### src/rtl/adder_settle_monitor.sv
// rtl/adder_settle_monitor.sv - settle-window glitch counter and golden-sum checker for a 4-bit adder
module adder_settle_monitor #(
  parameter int WIDTH      = 4,
  parameter int SETTLE_CYC = 8,
  parameter int CNT_W      = 8
) (
  input  logic             clk,
  input  logic             rst_n,
  input  logic             en,
  input  logic [WIDTH-1:0] a,
  input  logic [WIDTH-1:0] b,
  input  logic             ci,
  input  logic [WIDTH-1:0] sum,
  input  logic             co,
  output logic             busy,
  output logic             res_valid,
  output logic [WIDTH-1:0] res_sum,
  output logic             res_co,
  output logic             res_err,
  output logic [CNT_W-1:0] glitch_cnt,
  output logic [CNT_W-1:0] err_cnt
);

  localparam logic [1:0] S_IDLE   = 2'd0;
  localparam logic [1:0] S_SETTLE = 2'd1;
  localparam logic [1:0] S_CHECK  = 2'd2;

  localparam int              WC_W    = (SETTLE_CYC > 1) ? $clog2(SETTLE_CYC) : 1;
  localparam logic [WC_W-1:0] WC_LAST = WC_W'(SETTLE_CYC - 1);
  localparam logic [CNT_W-1:0] CNT_MAX = '1;

  logic [1:0]         state;
  logic [2*WIDTH:0]   op_q;
  logic [WIDTH:0]     out_q;
  logic [WC_W-1:0]    win_cnt;
  logic [CNT_W-1:0]   acc;
  logic               op_chg;
  logic               out_chg;
  logic [WIDTH:0]     golden;
  logic               mismatch;

  assign op_chg  = ({a, b, ci} != op_q);
  assign out_chg = ({co, sum} != out_q);
  assign busy    = (state != S_IDLE);

  // Golden compare uses the registered operands so it lines up with out_q.
  assign golden   = {1'b0, op_q[2*WIDTH:WIDTH+1]} + {1'b0, op_q[WIDTH:1]}
                  + {{WIDTH{1'b0}}, op_q[0]};
  assign mismatch = (out_q != golden);

  always_ff @(posedge clk or negedge rst_n) begin
    if (!rst_n) begin
      state      <= S_IDLE;
      op_q       <= '0;
      out_q      <= '0;
      win_cnt    <= '0;
      acc        <= '0;
      res_valid  <= 1'b0;
      res_sum    <= '0;
      res_co     <= 1'b0;
      res_err    <= 1'b0;
      glitch_cnt <= '0;
      err_cnt    <= '0;
    end else begin
      op_q      <= {a, b, ci};
      out_q     <= {co, sum};
      res_valid <= 1'b0;
      if (!en) begin
        state <= S_IDLE;
      end else begin
        case (state)
          S_IDLE: begin
            if (op_chg) begin
              state   <= S_SETTLE;
              win_cnt <= '0;
              acc     <= '0;
            end
          end
          S_SETTLE: begin
            if (op_chg) begin
              win_cnt <= '0;
              acc     <= '0;
            end else begin
              if (out_chg && (acc != CNT_MAX))
                acc <= acc + CNT_W'(1);
              if (win_cnt == WC_LAST)
                state <= S_CHECK;
              else
                win_cnt <= win_cnt + WC_W'(1);
            end
          end
          S_CHECK: begin
            if (op_chg) begin
              state   <= S_SETTLE;
              win_cnt <= '0;
              acc     <= '0;
            end else begin
              state      <= S_IDLE;
              res_valid  <= 1'b1;
              res_sum    <= out_q[WIDTH-1:0];
              res_co     <= out_q[WIDTH];
              res_err    <= mismatch;
              glitch_cnt <= acc;
              if (mismatch && (err_cnt != CNT_MAX))
                err_cnt <= err_cnt + CNT_W'(1);
            end
          end
          default: state <= S_IDLE;
        endcase
      end
    end
  end

endmodule
### config.mk
export PLATFORM = sky130hd
export DESIGN_NAME = adder_settle_monitor
export DESIGN_NICKNAME = d
export VERILOG_FILES = /design/src/rtl/adder_settle_monitor.sv
export SDC_FILE = /design/constraint.sdc
export NUM_CORES = 1
export LEC_CHECK = 0
export ABC_AREA = 0
export BUFFER_PORTS_ARGS = -buffer_cell sky130_fd_sc_hd__clkbuf_2
export CAP_MARGIN = 20
export CORE_AREA = 3 3 62 76
export CTS_CLUSTER_DIAMETER = 50
export DETAILED_ROUTE_END_ITERATION = 12
export DIE_AREA = 0 0 65 79
export GPL_TIMING_DRIVEN = 0
export HOLD_SLACK_MARGIN = 0.02
export PLACE_DENSITY = 0.81
export SETUP_SLACK_MARGIN = 0.1
export SLEW_MARGIN = 15
export SYNTH_ARGS = -nofsm -noshare
export SYNTH_HDL_FRONTEND = slang
export SYNTH_SLANG_ARGS = --single-unit
### constraint.sdc
create_clock -name clk -period 6.9 [get_ports clk]
set_input_delay 0.69 -clock clk [delete_from_list [all_inputs] [get_ports clk]]
set_output_delay 0.69 -clock clk [all_outputs]
set_load 0.005 [all_outputs]
Word level (Yosys, flattened, before mapping)

Cells that the tools add are included.

Add/subtract/negate cells: 5
Equal/unequal tests: 14
Multiplexer cells: 17
Bitwise operators: 1
Reduce and logical (&&, ||, !) cells: 11

Operators with widths:

| kind                                                 | number |
|---|---|
| 2-to-1 mux 8 bit                                     | 3 |
| adder 8 x 1 -> 8 bit (second input constant)         | 2 |
| != test 8 bit (second input constant)                | 2 |
| case mux 8 bit (2 select lines)                      | 1 |
| != test 3 bit (second input constant)                | 5 |
| AND reduction 4 bit                                  | 3 |
| != test 5 bit                                        | 2 |
| 2-to-1 mux 3 bit                                     | 3 |
| != test 9 bit                                        | 1 |
| 2-to-1 mux 2 bit                                     | 4 |
| case mux 2 bit (3 select lines)                      | 1 |
| case mux 3 bit (2 select lines)                      | 1 |
| AND reduction 3 bit                                  | 2 |
| adder 4 x 4 -> 5 bit                                 | 1 |
| adder 5 x 1 -> 5 bit                                 | 1 |
| 2-to-1 mux 1 bit                                     | 4 |
| nonzero test 2 bit                                   | 2 |
| adder 3 x 1 -> 3 bit (second input constant)         | 1 |
| equality test 3 bit (second input constant)          | 1 |
| equality test 2 x 1 -> 1 bit (second input constant) | 1 |
| equality test 2 bit (second input constant)          | 1 |
| logical AND 1 bit                                    | 2 |
| zero test 2 bit                                      | 1 |
| != test 2 x 1 -> 1 bit (second input constant)       | 1 |
| 2 further kinds                                      | 2 |

Bits in registers: 50
Bits of input ports: 17
Output and inout port bits: 24
Logic and storage cells: 59

Depth between registers and ports, before layout

Depth after elaboration: 5
Gate-level depth with buffers: 10
Depth with buffers taken out: 10

Worst setup path after synthesis

Ideal clock, no wire load.

Path kind: register to register
Start point: register op_q[0]
End point: register err_cnt[1]
Library setup time: 0.128 ns
Data arrival time: 2.383 ns
Data required time: 6.772 ns
Slack: 4.389 ns
Stages on the path, launching flop included: 10
Buffers on the path: 0
Period minus slack after synthesis: 2.511 ns
Cells stage by stage: dfrtp_1 inv_1 fa_1 inv_1 fa_1 xnor2_1 nand3_1 nor3_4 and3b_1 mux2_1

Word-level cells in the longest chain between the ends: 4
Elaborated cells on any way between the ends: 6
Those cells by class: add/sub: 1; eq/ne: 2; bitwise: 1; reduce/logical: 2

Ends and longest elaborated chain:

| what                              | line | source |
|---|---|---|
| from (decl)                       | 33   | `logic [2*WIDTH:0] op_q;` |
| from (signal assigned)            | 65   | `op_q <= {a, b, ci};` |
| adder 5 x 1 -> 5 bit              | 48   | `+ {{WIDTH{1'b0}}, op_q[0]};` |
| != test 5 bit                     | 49   | `assign mismatch = (out_q != golden);` |
| logical AND 1 bit                 | 104  | `if (mismatch && (err_cnt != CNT_MAX))` |
| AND reduction 4 bit (no line) (*) | --   |  |
| to (signal assigned)              | 105  | `err_cnt <= err_cnt + CNT_W'(1);` |
| to (decl)                         | 21   | `output logic [CNT_W-1:0] err_cnt` |

Mark *: on every way between the ends. The rest lies on a longest branch, timed or not.
A chain may end at the register's enable or synchronous reset.

Worst setup path after layout

Same ends and word-level chain as after synthesis.

==> flow_summary_export.csv <==
group,metric,value,unit
synth,synth.ff_latch_count,50,
hold_path,hold_class,"in -> async",
finish,core_occupancy_in_the_finished_layout,68.8,%
synth,synth.yosys.seq_area_share,53.2,%
clock_network,count_of_hold_buffers_inserted_by_post_cts_repair,0,
global_route,first_global_vias,1761,
drt,drt-total-wl,4370,um
floorplanning,die_area,5140,um2
timing,final.setup_skew,0.00441,ns
critical_path,critical_path_type,"reg -> reg",
timing,achievable_freq,361,MHz
finish,num_antenna_cells,0,
global_route,grt_max_degree,51,
floorplanning,die_height,79,um
power,p_per_area,202,nW/um2
drt,route.antenna.remaining_nets,0,
finish,num-nets-final,301,
floorplanning,initial_core_util,59.2,%
drt,dr.pass1.iters,4,
run,maxCapViolCount,0,
floorplanning,num_rows,25,
placed_design,place_inst,322,
timing,setup_viol,0,
synth,synth_top_area_cell,"sky130_fd_sc_hd__dfrtp_1",
global_route,grt-ovfl-total,0,
power,seq_power_share,54.7,%
timing,timing.final.max_slew_violations,0,
drt,routed_length_per_instance,13.2,um
timing,layout_worst_path_cycle_share,40.1,%
floorplanning,die_x,65,um
timing,tightest_slew,0.662,ns
clock_network,cts_setup_buffers,0,
timing,final_hold_viol_count,0,
clock_network,cts_max_level,2,
critical_path,timing.critical_path.to_type,"flip-flop",
drt,drc_violation_total_after_the_first_tritonroute_iteration,130,
synth,syn_area,2350,um2
synth,synthDistinctLibCells,36,
clock_network,cts_tree,"yes",
synth,count_of_mapped_cells_out_of_synthesis,228,
finish,regArea,1250,um2
clock_network,clock-root-buffer,"sky130_fd_sc_hd__clkbuf_8",
synth,synth_top_cell_area_share,53.2,%
critical_path,ff2ff_setup_slack,4.13,ns
clock_network,clock-sinks,50,
clock_network,clock_latency,0.31,ns
power,switching_power,0.127,mW
finish,final_cell_mix,"sky130_fd_sc_hd__nand2_1, sky130_fd_sc_hd__dfrtp_1, sky130_fd_sc_hd__clkbuf_2",
finish,multi_input_comb_area,1050,um2
finish,filler_cell_count,328,
clock_network,tritoncts.num_buffers,5,
timing,fin_crit_period,2.77,ns
power,power_report.internal_total,0.426,mW
floorplanning,core_region_area,3970,um2
global_route,grt_pass1_wl,7680,um
finish,most_frequent_standard_cell_in_the_layout_excluding_fill_and_tap_cells,"sky130_fd_sc_hd__nand2_1",
placed_design,place.gp.congestion,0.793,
critical_path,critical_path_peak_fanout,8,
power,power.share.clock,36.8,%
status,status,"completed",
finish,instances_no_fill,330,
placed_design,placed_wire_length_estimate_after_detailed_placement,3220,um
floorplanning,num_io_pins,41,
clock_network,clkTransAtPathRegs,0.09,ns
drt,route.vias.total,1735,
placed_design,io_buffers,40,
timing,tns,0,ns
global_route,gr-usage-all-layers,19.7,%
power,power_frac_comb,8.5,%
synth,postSynthAreaPerCell,10.3,um2
critical_path,critical_path_arrival,2.96,ns
finish,layout-area-overhead-vs-synth,16.2,%
timing,timing.slew.headroom,55.9,%
power,power_leakage,1.40,nW
clock_network,cts.path.max_buffers,2,
synth,synthesis.nets,254,
timing,grt_setup_unrepaired,"no",
power,peakVddDrop,131,uV
drt,route.detailed.drc,0,
drt,vias_per_cell,5.26,
synth,ys_warn_count,0,
finish,proportion_of_layout_cells_with_a_drive_suffix_above_1,20.3,%
critical_path,required,7.09,ns
synth,synth_area_leaders,"sky130_fd_sc_hd__dfrtp_1, sky130_fd_sc_hd__nand2_1, sky130_fd_sc_hd__xnor2_1",
power,switching_share,22.9,%
clock_network,post_cts_resize_count,0,
critical_path,start_kind,"flip-flop",
global_route,grt_antenna_before_repair,0,
-- sequential cells by signal, indices dropped and copies added, names as in the netlist, 2 cells and up --
| signal | cells |
|---|---|
| acc | 8 |
| err_cnt | 8 |
| glitch_cnt | 8 |
| op_q | 9 |
| out_q | 5 |
| res_sum | 4 |
| state | 2 |
| win_cnt | 3 |
-- layout make-up --
type / count / area share, %
flip-flops and latches: 50 / 45.8
multi-input cells: 166 / 38.6
repair buffers: 40 / 7.42
clock buffers: 6 / 2.66
well taps: 54 / 2.47
clock inverters: 2 / 1.37
inverters: 9 / 1.24
plain buffers: 3 / 0.458
-- worst max-delay path: stages, from the launching register on --
cell	delay, ns
sky130_fd_sc_hd__dfrtp_1	0.37
sky130_fd_sc_hd__inv_1	0.06
sky130_fd_sc_hd__fa_1	0.43
sky130_fd_sc_hd__inv_1	0.09
sky130_fd_sc_hd__fa_1	0.44
sky130_fd_sc_hd__xnor2_1	0.18
sky130_fd_sc_hd__nand3_1	0.13
sky130_fd_sc_hd__nor3_4	0.38
sky130_fd_sc_hd__and3b_1	0.26
sky130_fd_sc_hd__mux2_1	0.32
-- worst paths after layout --
path / startpoint / to / cells after the start
setup / recovery: op_q[0] / err_cnt[1] / 9
hold / removal: rst_n / err_cnt[5] / 1
setup reg to reg: op_q[0] / err_cnt[1] / 9
hold reg to reg: glitch_cnt[1] / glitch_cnt[1] / 2
max in group asynchronous: rst_n / out_q[0] / 1
min in group clk: glitch_cnt[1] / glitch_cnt[1] / 2
-- stage by stage --
stage	setup slack, ns	hold WS (ns)	instance area, um2	power, mW
2_1_floorplan	4.39	0.394	2350	0.338
3_3_place_gp	4.25	0.450	2620	0.354
3_5_place_dp	4.15	0.456	2620	0.355
4_1_cts	4.13	0.449	2730	0.560
5_1_grt	3.99	0.465	2730	0.579
6_report	4.13	0.427	2730	0.552
-- cells in the mapped netlist, drive strengths merged --
master,instances
nand2,58
dfrtp,50
xnor2,16
xor2,12
nand3,11
nor3,10
o21ai,10
inv,9
ha,7
nand4,6
or3,5
a21oi,4
nor2,4
a21o,3
nor4,3
and2,2
clkbuf,2
fa,2
or2,2
a21boi,1
a22oi,1
a31oi,1
and3,1
and3b,1
buf,1
mux2,1
nand2b,1
nor2b,1
nor3b,1
o21bai,1
o22a,1
-- power groups by stage --
| stage | sequential [mW] | clock, mW | combinational, mW |
|---|---|---|---|
| 2_1_floorplan | 0.307 | 0 | 0.0305 |
| 3_3_place_gp | 0.308 | 0 | 0.0458 |
| 3_5_place_dp | 0.308 | 0 | 0.0475 |
| 4_1_cts | 0.302 | 0.209 | 0.0480 |
| 5_1_grt | 0.303 | 0.223 | 0.0530 |
| 6_report | 0.302 | 0.203 | 0.0470 |
-- routing by layer --
metal	vias up	global-route usage [%]	wire, um
met1	823	21.9	1810
li1	858	-	-
met4	0	9.09	84
met2	46	34.7	2240
met3	8	5.23	230
met5	-	0	0
-- cells by family after synthesis --
logic type	count (synthesis)	synth area share, %
AOI/OAI and AO/OA	22	5.75
adders and majority gates	9	5.43
buffers and inverters	12	1.97
xor gates and xnor gates	28	10.4
muxes	1	0.479
DFF	50	53.2
and+or+nand+nor	106	22.7
(Power assumes the default switching activity.)
